**config.mk**
```make
export PLATFORM = sky130hd
export DESIGN_NAME = serial_adder_flat
export DESIGN_NICKNAME = d
export VERILOG_FILES = /design/src/rtl/serial_adder_pkg.sv /design/src/rtl/serial_adder_if.sv /design/src/rtl/serial_adder_fulladd.sv /design/src/rtl/serial_adder.sv /design/src/flat_wrapper.sv
export SDC_FILE = /design/constraint.sdc
export NUM_CORES = 1
export LEC_CHECK = 0
export CORE_MARGIN = 2
export CORE_UTILIZATION = 30
export CTS_CLUSTER_SIZE = 40
export DETAILED_ROUTE_END_ITERATION = 8
export GPL_TIMING_DRIVEN = 0
export PLACE_DENSITY = 0.54
export SETUP_SLACK_MARGIN = 0.15
export SYNTH_ARGS = -nofsm -noshare
export SYNTH_HDL_FRONTEND = slang
export SYNTH_SLANG_ARGS = --single-unit
```
**constraint.sdc**
```tcl
create_clock -name clk -period 1.47 [get_ports clk]
set_clock_uncertainty 0.1 [all_clocks]
set_input_delay 0.2205 -clock clk [delete_from_list [all_inputs] [get_ports clk]]
set_output_delay 0.2205 -clock clk [all_outputs]
set_load 0.02 [all_outputs]
```
**src/rtl/serial_adder_pkg.sv**
```systemverilog
// serial_adder_pkg
//   Shared definitions for the bit-serial adder: FSM state encoding and the
//   default operand width.
package serial_adder_pkg;

  localparam int DEFAULT_WIDTH = 8;

  typedef enum logic [1:0] {
    ST_IDLE = 2'b00,
    ST_ADD  = 2'b01,
    ST_DONE = 2'b10
  } state_t;

endpackage : serial_adder_pkg

```
**src/rtl/serial_adder_if.sv**
```systemverilog
// serial_adder_if
//   Start/busy/done handshake plus operand and result buses of the serial adder.
//   master : requester (drives start, a, b, cin; observes busy, done, results)
//   slave  : the adder itself
interface serial_adder_if
  import serial_adder_pkg::*;
#(
  parameter int WIDTH = DEFAULT_WIDTH
);

  logic             start;
  logic [WIDTH-1:0] a;
  logic [WIDTH-1:0] b;
  logic             cin;
  logic             busy;
  logic             done;
  logic [WIDTH-1:0] sum;
  logic             cout;
  logic             ovf;

  modport master (
    output start, a, b, cin,
    input  busy, done, sum, cout, ovf
  );

  modport slave (
    input  start, a, b, cin,
    output busy, done, sum, cout, ovf
  );

endinterface : serial_adder_if

```
**src/rtl/serial_adder_fulladd.sv**
```systemverilog
// fulladd
//   Single-bit full adder cell; the only adder logic in the serial adder.
//   i_a, i_b : operand bits
//   i_c      : carry in
//   o_s      : sum bit
//   o_c      : carry out
module fulladd (
  input  logic i_a,
  input  logic i_b,
  input  logic i_c,
  output logic o_s,
  output logic o_c
);

  assign o_s = i_a ^ i_b ^ i_c;
  assign o_c = (i_a & i_b) | (i_c & (i_a ^ i_b));

endmodule : fulladd

```
**src/rtl/serial_adder.sv**
```systemverilog
// serial_adder
//   Bit-serial adder: captures two WIDTH-bit operands and a carry-in on an
//   accepted start, then adds them LSB-first over WIDTH cycles through one
//   fulladd cell and a carry flop. Produces registered sum, carry-out and
//   signed overflow with a one-cycle done pulse.
//   clk   : rising-edge clock
//   rst_n : asynchronous active-low reset
//   bus   : slave side of serial_adder_if (start/a/b/cin in; busy/done/sum/cout/ovf out)
module serial_adder
  import serial_adder_pkg::*;
#(
  parameter int WIDTH = DEFAULT_WIDTH
) (
  input logic           clk,
  input logic           rst_n,
  serial_adder_if.slave bus
);

  localparam int               CW   = (WIDTH > 1) ? $clog2(WIDTH) : 1;
  localparam logic [CW-1:0]    LAST = CW'(WIDTH - 1);

  state_t           r_state;
  state_t           w_state_nxt;
  logic [WIDTH-1:0] r_a_sh;
  logic [WIDTH-1:0] r_b_sh;
  logic [WIDTH-1:0] r_sum_sh;
  logic             r_carry;
  logic [CW-1:0]    r_cnt;
  logic [WIDTH-1:0] r_sum;
  logic             r_cout;
  logic             r_ovf;
  logic             r_busy;
  logic             r_done;

  logic w_s;
  logic w_c;
  logic w_load;
  logic w_step;
  logic w_last;

  fulladd u_fulladd (
    .i_a (r_a_sh[0]),
    .i_b (r_b_sh[0]),
    .i_c (r_carry),
    .o_s (w_s),
    .o_c (w_c)
  );

  assign w_load = (r_state == ST_IDLE) && bus.start;
  assign w_step = (r_state == ST_ADD);
  assign w_last = w_step && (r_cnt == LAST);

  // Next-state logic for the IDLE -> ADD -> DONE -> IDLE sequence.
  always_comb begin
    w_state_nxt = r_state;
    case (r_state)
      ST_IDLE: begin
        if (bus.start) begin
          w_state_nxt = ST_ADD;
        end else begin
          w_state_nxt = ST_IDLE;
        end
      end
      ST_ADD: begin
        if (r_cnt == LAST) begin
          w_state_nxt = ST_DONE;
        end else begin
          w_state_nxt = ST_ADD;
        end
      end
      ST_DONE: w_state_nxt = ST_IDLE;
      default: w_state_nxt = ST_IDLE;
    endcase
  end

  // State register; busy/done are registered decodes of the next state so
  // they line up with the state they describe.
  always_ff @(posedge clk or negedge rst_n) begin
    if (!rst_n) begin
      r_state <= ST_IDLE;
      r_busy  <= 1'b0;
      r_done  <= 1'b0;
    end else begin
      r_state <= w_state_nxt;
      r_busy  <= (w_state_nxt != ST_IDLE);
      r_done  <= (w_state_nxt == ST_DONE);
    end
  end

  // Operand capture, shifting datapath and bit counter.
  always_ff @(posedge clk or negedge rst_n) begin
    if (!rst_n) begin
      r_a_sh   <= {WIDTH{1'b0}};
      r_b_sh   <= {WIDTH{1'b0}};
      r_sum_sh <= {WIDTH{1'b0}};
      r_carry  <= 1'b0;
      r_cnt    <= {CW{1'b0}};
    end else if (w_load) begin
      r_a_sh  <= bus.a;
      r_b_sh  <= bus.b;
      r_carry <= bus.cin;
      r_cnt   <= {CW{1'b0}};
    end else if (w_step) begin
      r_a_sh   <= {1'b0, r_a_sh[WIDTH-1:1]};
      r_b_sh   <= {1'b0, r_b_sh[WIDTH-1:1]};
      r_sum_sh <= {w_s, r_sum_sh[WIDTH-1:1]};
      r_carry  <= w_c;
      r_cnt    <= r_cnt + CW'(1);
    end
  end

  // Result registers: updated only on the final ADD edge, held otherwise.
  // On that edge r_carry is the carry into the MSB, so XOR with the MSB
  // carry-out gives signed overflow.
  always_ff @(posedge clk or negedge rst_n) begin
    if (!rst_n) begin
      r_sum  <= {WIDTH{1'b0}};
      r_cout <= 1'b0;
      r_ovf  <= 1'b0;
    end else if (w_last) begin
      r_sum  <= {w_s, r_sum_sh[WIDTH-1:1]};
      r_cout <= w_c;
      r_ovf  <= r_carry ^ w_c;
    end
  end

  assign bus.busy = r_busy;
  assign bus.done = r_done;
  assign bus.sum  = r_sum;
  assign bus.cout = r_cout;
  assign bus.ovf  = r_ovf;

endmodule : serial_adder

```
**src/flat_wrapper.sv**
```systemverilog
// flat-port wrapper written by rule: the top's interface ports become plain ports
module serial_adder_flat import serial_adder_pkg::*;
#(
  parameter int WIDTH = DEFAULT_WIDTH
)
  (clk, rst_n, bus_start, bus_a, bus_b, bus_cin, bus_busy, bus_done, bus_sum, bus_cout, bus_ovf);
  serial_adder_if #(.WIDTH(WIDTH)) bus_i ();
  input logic clk;
  input logic rst_n;
  input wire logic [$bits(bus_i.start)-1:0] bus_start;
  input wire logic [$bits(bus_i.a)-1:0] bus_a;
  input wire logic [$bits(bus_i.b)-1:0] bus_b;
  input wire logic [$bits(bus_i.cin)-1:0] bus_cin;
  output wire logic [$bits(bus_i.busy)-1:0] bus_busy;
  output wire logic [$bits(bus_i.done)-1:0] bus_done;
  output wire logic [$bits(bus_i.sum)-1:0] bus_sum;
  output wire logic [$bits(bus_i.cout)-1:0] bus_cout;
  output wire logic [$bits(bus_i.ovf)-1:0] bus_ovf;
  assign bus_i.start = bus_start;
  assign bus_i.a = bus_a;
  assign bus_i.b = bus_b;
  assign bus_i.cin = bus_cin;
  assign bus_busy = bus_i.busy;
  assign bus_done = bus_i.done;
  assign bus_sum = bus_i.sum;
  assign bus_cout = bus_i.cout;
  assign bus_ovf = bus_i.ovf;
  serial_adder #(.WIDTH(WIDTH)) u_core (.clk(clk), .rst_n(rst_n), .bus(bus_i));
endmodule
```
==> Word level (Yosys, flattened, before mapping) <==
Index checks and enable logic that the tools add are counted.
W data, S select, Z words.
{ "word_totals": {"elab_cells": 39, "regBits": 42} }
{ "op_classes": {"bitwise_logic": 7, "mux": 11, "reduce_logical": 6, "n_addsub": 1, "n_eq_ne": 3} }
{ "op_table": {"columns": ["cell", "n"], "rows": [
  ["$mux W8", 4],
  ["$mux W3", 2],
  ["$pmux W2 S2", 1],
  ["$reduce_bool A2 Y1", 2],
  ["$add A3 B1 Y3 const B", 1],
  ["$eq A3 B3 Y1 const B", 1],
  ["$mux W1", 3],
  ["$xor A1 B1 Y1", 3],
  ["$and A1 B1 Y1", 2],
  ["$eq A2 B1 Y1 const B", 1],
  ["$eq A2 B2 Y1 const B", 1],
  ["$logic_and A1 B1 Y1", 2],
  ["$logic_not A2 Y1", 1],
  ["$mux W2", 1],
  ["$reduce_and A2 Y1", 1],
  ["$not A1 Y1", 1],
  ["$or A1 B1 Y1", 1]
]} }

==> Longest topological paths before layout <==
Gate-level depths: netlist of run 1.
{ "depth": {"ltp_word": 5, "ltp_mapped": 5, "depth_no_buf": 4} }

==> Hierarchy <==
Synthesis of run 1 repeated with hierarchy kept, for this count alone.
{ "hier_totals": {"cells_unflattened": 138, "hier_area_um2": 1838.0} }
{ "by_module_without_submodules": {"columns": ["mod", "n_inst", "area_each_um2", "cells_each", "seq_area_each_um2"], "rows": [
  ["serial_adder", 1, 1818.0, 137, 1026.0],
  ["fulladd", 1, 20.0, 1, 0.0]
]} }

==> Least setup slack after synthesis of run 1 <==
Ideal clock, no wire load.
{ "synth_timing": {"kind": "flip-flop to flip-flop", "start": "register u_core.r_cnt[0]", "end": "register u_core.r_cout, in the netlist u_core.bus.cout", "n_path_buf": 1, "setup_slack_ps": -148, "stages_incl_launch_ff": 6, "arrival_ps": 1394, "t_required_ps": 1245, "path_cell_list": "dfrtp_1 -> ha_1 -> ha_1 -> nand3b_4 -> buf_2 -> mux2_2"} }
{ "synth_via": {"elab_chain_len": 2} }
{ "synth_lines": {"columns": ["element", "line", "rtl"], "rows": [
  ["start, declared", "serial_adder.sv:28", "logic [CW-1:0] r_cnt;"],
  ["start signal, assigned", "serial_adder.sv:97", "r_cnt <= {CW{1'b0}};"],
  ["start signal, assigned", "serial_adder.sv:102", "r_cnt <= {CW{1'b0}};"],
  ["start signal, assigned", "serial_adder.sv:108", "r_cnt <= r_cnt + CW'(1);"],
  ["$eq A3 B3 Y1", "serial_adder.sv:51", "assign w_last = w_step && (r_cnt == LAST);"],
  ["$logic_and A1 B1 Y1", "serial_adder.sv:51", null],
  ["end signal, assigned", "serial_adder.sv:122", "r_cout <= w_c;"],
  ["end, declared", "serial_adder.sv:30", "logic r_cout;"]
]} }
No other way between the ends.
A chain may end at the register's enable or synchronous reset.

==> Worst setup path in the final report of run 1 <==
{ "layout_timing": {"start": "register u_core.r_cnt[1]", "end": "register u_core.r_sum[6], in the netlist u_core.bus.sum[6]"} }
{ "layout_via": {"elab_chain_len": 2} }
{ "layout_lines": {"columns": ["element", "line", "rtl"], "rows": [
  ["$eq A3 B3 Y1", "serial_adder.sv:51", null],
  ["$logic_and A1 B1 Y1", "serial_adder.sv:51", null],
  ["end signal, assigned", "serial_adder.sv:117", "r_sum <= {WIDTH{1'b0}};"],
  ["end signal, assigned", "serial_adder.sv:121", "r_sum <= {w_s, r_sum_sh[WIDTH-1:1]};"],
  ["end, declared", "serial_adder.sv:29", "logic [WIDTH-1:0] r_sum;"]
]} }
No other way between the ends.

==> impl_metrics.json, run 1 <==
{
  "vias": 1290,
  "synth_cell_types": 21,
  "grt_pass1_wl_um": 6300,
  "coreArea_sq_um": 6280,
  "p_sw_frac": 0.350,
  "clock-sinks": 41,
  "antenna_found_initial": 0,
  "track_usage": 0.115,
  "grt_pass1_vias": 1292,
  "hold_violations": 0,
  "synth_most_common_cell": "dfrtp_1",
  "n_antenna_cell": 0,
  "postSynthCellCount": 150,
  "p_int_mw": 3.43,
  "final-instance-count-excl-fill": 274,
  "clockRootBuffer": "clkbuf_8",
  "num_rows": 29,
  "final.setup.worst_slack_ns": -0.0296,
  "cap_violations": 0,
  "violations": "setup timing",
  "crit_path_start": "u_core.r_cnt[1]",
  "synth_area_sq_um": 1920,
  "async_flop_share": 1.00,
  "max_freq_mhz": 667,
  "overflow": 0,
  "globalplace.congestion": 0.755,
  "cts_tree": "yes",
  "end_kind": "flip-flop",
  "hold_path.class": "in -> async",
  "synth_enable_flop_cells": 0,
  "initial_core_util": 0.306,
  "grt_max_degree": 33,
  "required_ns": 1.55,
  "cp_max_fo": 10,
  "dpl.hpwl_um": 2770,
  "h-tree-depth": 2,
  "status": "complete, but fails checks",
  "io_pins": 32,
  "crit_arrival_ns": 1.57,
  "leakagePower_nw": 1.22,
  "start_kind": "flip-flop",
  "numPlacedInstances": 259,
  "dp_slack_ns": -0.212,
  "rsz0062_at_grt": "yes",
  "port_buffers": 31,
  "p_total_mw": 5.28,
  "cts_buffer_depth": 2,
  "finalWirelength_um": 3920,
  "final.period_utilization": 1.02,
  "die_area_sq_um": 7050,
  "postRouteAntennaNets": 0,
  "first_pass_iters": 4,
  "crit_type": "reg -> reg",
  "synthTopCellsByCount": "41 x dfrtp_1, 18 x inv_1, 18 x mux2_2",
  "avgViaCountPerCell": 4.71,
  "final_nets": 219,
  "comb_power_share": 0.489,
  "drive_gt1_frac": 0.421,
  "synth.largest_area_cell": "dfrtp_1",
  "drtIter0Drc": 48,
  "setup_tns_ns": -0.261,
  "syn-num-nets": 173,
  "cts-buffers-inserted": 5,
  "drv_slew": 0,
  "p_seq_frac": 0.379,
  "areaGrowthSynthToFinish_pct": 36.7,
  "netlist.area_leader.share": 0.535,
  "min_period_ns": 1.50,
  "slew_headroom": 0.798,
  "synth_flop_cell": "dfrtp_1",
  "dieWidth_um": 84.0,
  "powerDensity_nw_per_um2": 2010,
  "ys_seq_elements": 41,
  "die_height_um": 84.0,
  "wl_per_cell_um": 14.3,
  "max_slew.worst_pin.slew_ns": 0.303,
  "clkSlewWorstSetupHoldPaths_ns": 0.08,
  "yosysSeqAreaShare": 0.535,
  "switchingPower_mw": 1.84,
  "setup_violations": 10,
  "clock_power_share": 0.133,
  "drc_errors": 0,
  "synth_area_leaders": "dfrtp_1 53%, a221oi_2 11%, mux2_2 11%",
  "worstReg2RegStart": "u_core.r_cnt[1]",
  "worstSkewPairLatency_ns": 0.29,
  "yosysWarnings": 0,
  "whs_ns": 0.228,
  "avgSynthCellArea_sq_um": 12.8,
  "vdd_drop_max_mv": 0.735
}
-- final cells by class --
class | count | area (sq um)
Clock inverter | 2 | 10.0
Timing Repair Buffer | 39 | 355
Clock buffer | 6 | 72.6
Fill cell | 595 | 3660
Buffer | 12 | 120
Multi-Input combinational cell | 79 | 873
Inverter | 18 | 67.6
Tap cell | 77 | 96.3
Sequential cell | 41 | 1030
-- layer usage --
| layer | vias to the layer above | part of all wire | routed length, um | track usage |
|---|---|---|---|---|
| met1 | 629 | 0.42 | 1640 | 0.133 |
| met3 | 7 | 0.051 | 199 | 0.0326 |
| met4 | 0 | 0.014 | 53 | 0.0396 |
| met5 | - | 0 | 0 | 0 |
| li1 | 615 | - | - | - |
| met2 | 39 | 0.52 | 2020 | 0.204 |
-- kinds of logic (layout without fill, tap and decap cells) --
group,count (synthesis),after routing,share of synthesized area
DFF,41,41,0.535
and+or+nand+nor,36,36,0.116
buffers and inverters,30,77,0.0717
AOI/OAI and AO/OA,21,21,0.144
muxes,18,18,0.106
adders and majority gates,3,3,0.0235
xor gates and xnor gates,1,1,0.00457
-- path summary, 6_finish.rpt --
| path | end | slack, ns | cells past startpoint |
|---|---|---|---|
| max reg2reg | u_core.bus.sum[6] | -0.03 | 5 |
| min | u_core.r_a_sh[3] | 0.23 | 2 |
| max | u_core.bus.sum[6] | -0.03 | 5 |
| max in group asynchronous | u_core.r_b_sh[1] | 0.59 | 3 |
| min in group clk | u_core.bus.ovf | 0.41 | 1 |
| min reg2reg | u_core.bus.ovf | 0.41 | 1 |
-- layout by cell type, fill, tap and decap left out, drive strengths merged, types with 2 or more instances in the layout --
cell type      netlist  layout
a221oi              15      15
a22o                 4       4
buf                  9      18
clkbuf               3      14
clkdlybuf4s15        0       5
clkdlybuf4s50        0      17
clkinv               0       2
dfrtp               41      41
dlygate4sd2          0       2
ha                   2       2
inv                 18      18
mux2                18      18
nor2                15      15
nor2b                2       2
nor3b               16      16
-- through the flow --
step                utilization  area, sq um
floorplan                     -         1980
global placement          0.380         2390
finish                    0.418         2620
global route              0.418         2620
detailed placement        0.383         2400
CTS                       0.411         2580
-- registers in the layout (all words and copies together), names as in the netlist --
register and cells:
u_core.bus.sum 8, u_core.r_cnt 3, u_core.r_carry 1, u_core.bus.ovf 1
u_core.bus.done 1, u_core.bus.busy 1, u_core.r_b_sh 8, u_core.r_state 2
u_core.r_a_sh 8, u_core.r_sum_sh 7, u_core.bus.cout 1
-- worst max-delay path: stages (launching register included) --
cell,delay [ns]
dfrtp_1,0.39
ha_2,0.20
ha_4,0.17
nand3b_4,0.08
buf_12,0.14
mux2_4,0.30
-- timing repair --
action,4_1_cts,5_1_grt
hold endpoints to repair,41,0
resized for setup,38,26
hold buffers,1,0
cloned,2,0
buffers inserted,3,1
setup endpoints to repair,48,43
pin swaps,6,6
-- power groups by stage --
| stage | Clock, mW | Sequential (mW) | Combinational [mW] |
|---|---|---|---|
| floorplan | 0 | 2.12 | 1.59 |
| global placement | 0 | 1.98 | 2.35 |
| detailed placement | 0 | 2.02 | 2.44 |
| CTS | 0.740 | 1.99 | 2.54 |
| global route | 0.771 | 2.08 | 2.79 |
| finish | 0.700 | 2.00 | 2.58 |
No activity file was read; power rests on OpenSTA's default activity.
==> inputs of run 2 (changes only) <==
--- a/config.mk
+++ b/config.mk
@@ -7,6 +7,7 @@
 export LEC_CHECK = 0
 export CORE_MARGIN = 2
 export CORE_UTILIZATION = 30
+export CTS_CLUSTER_DIAMETER = 150
 export CTS_CLUSTER_SIZE = 40
 export DETAILED_ROUTE_END_ITERATION = 8
 export GPL_TIMING_DRIVEN = 0
==> results of run 2 <==
No change in the layout: final DEF, timing and power equal those of run 1.
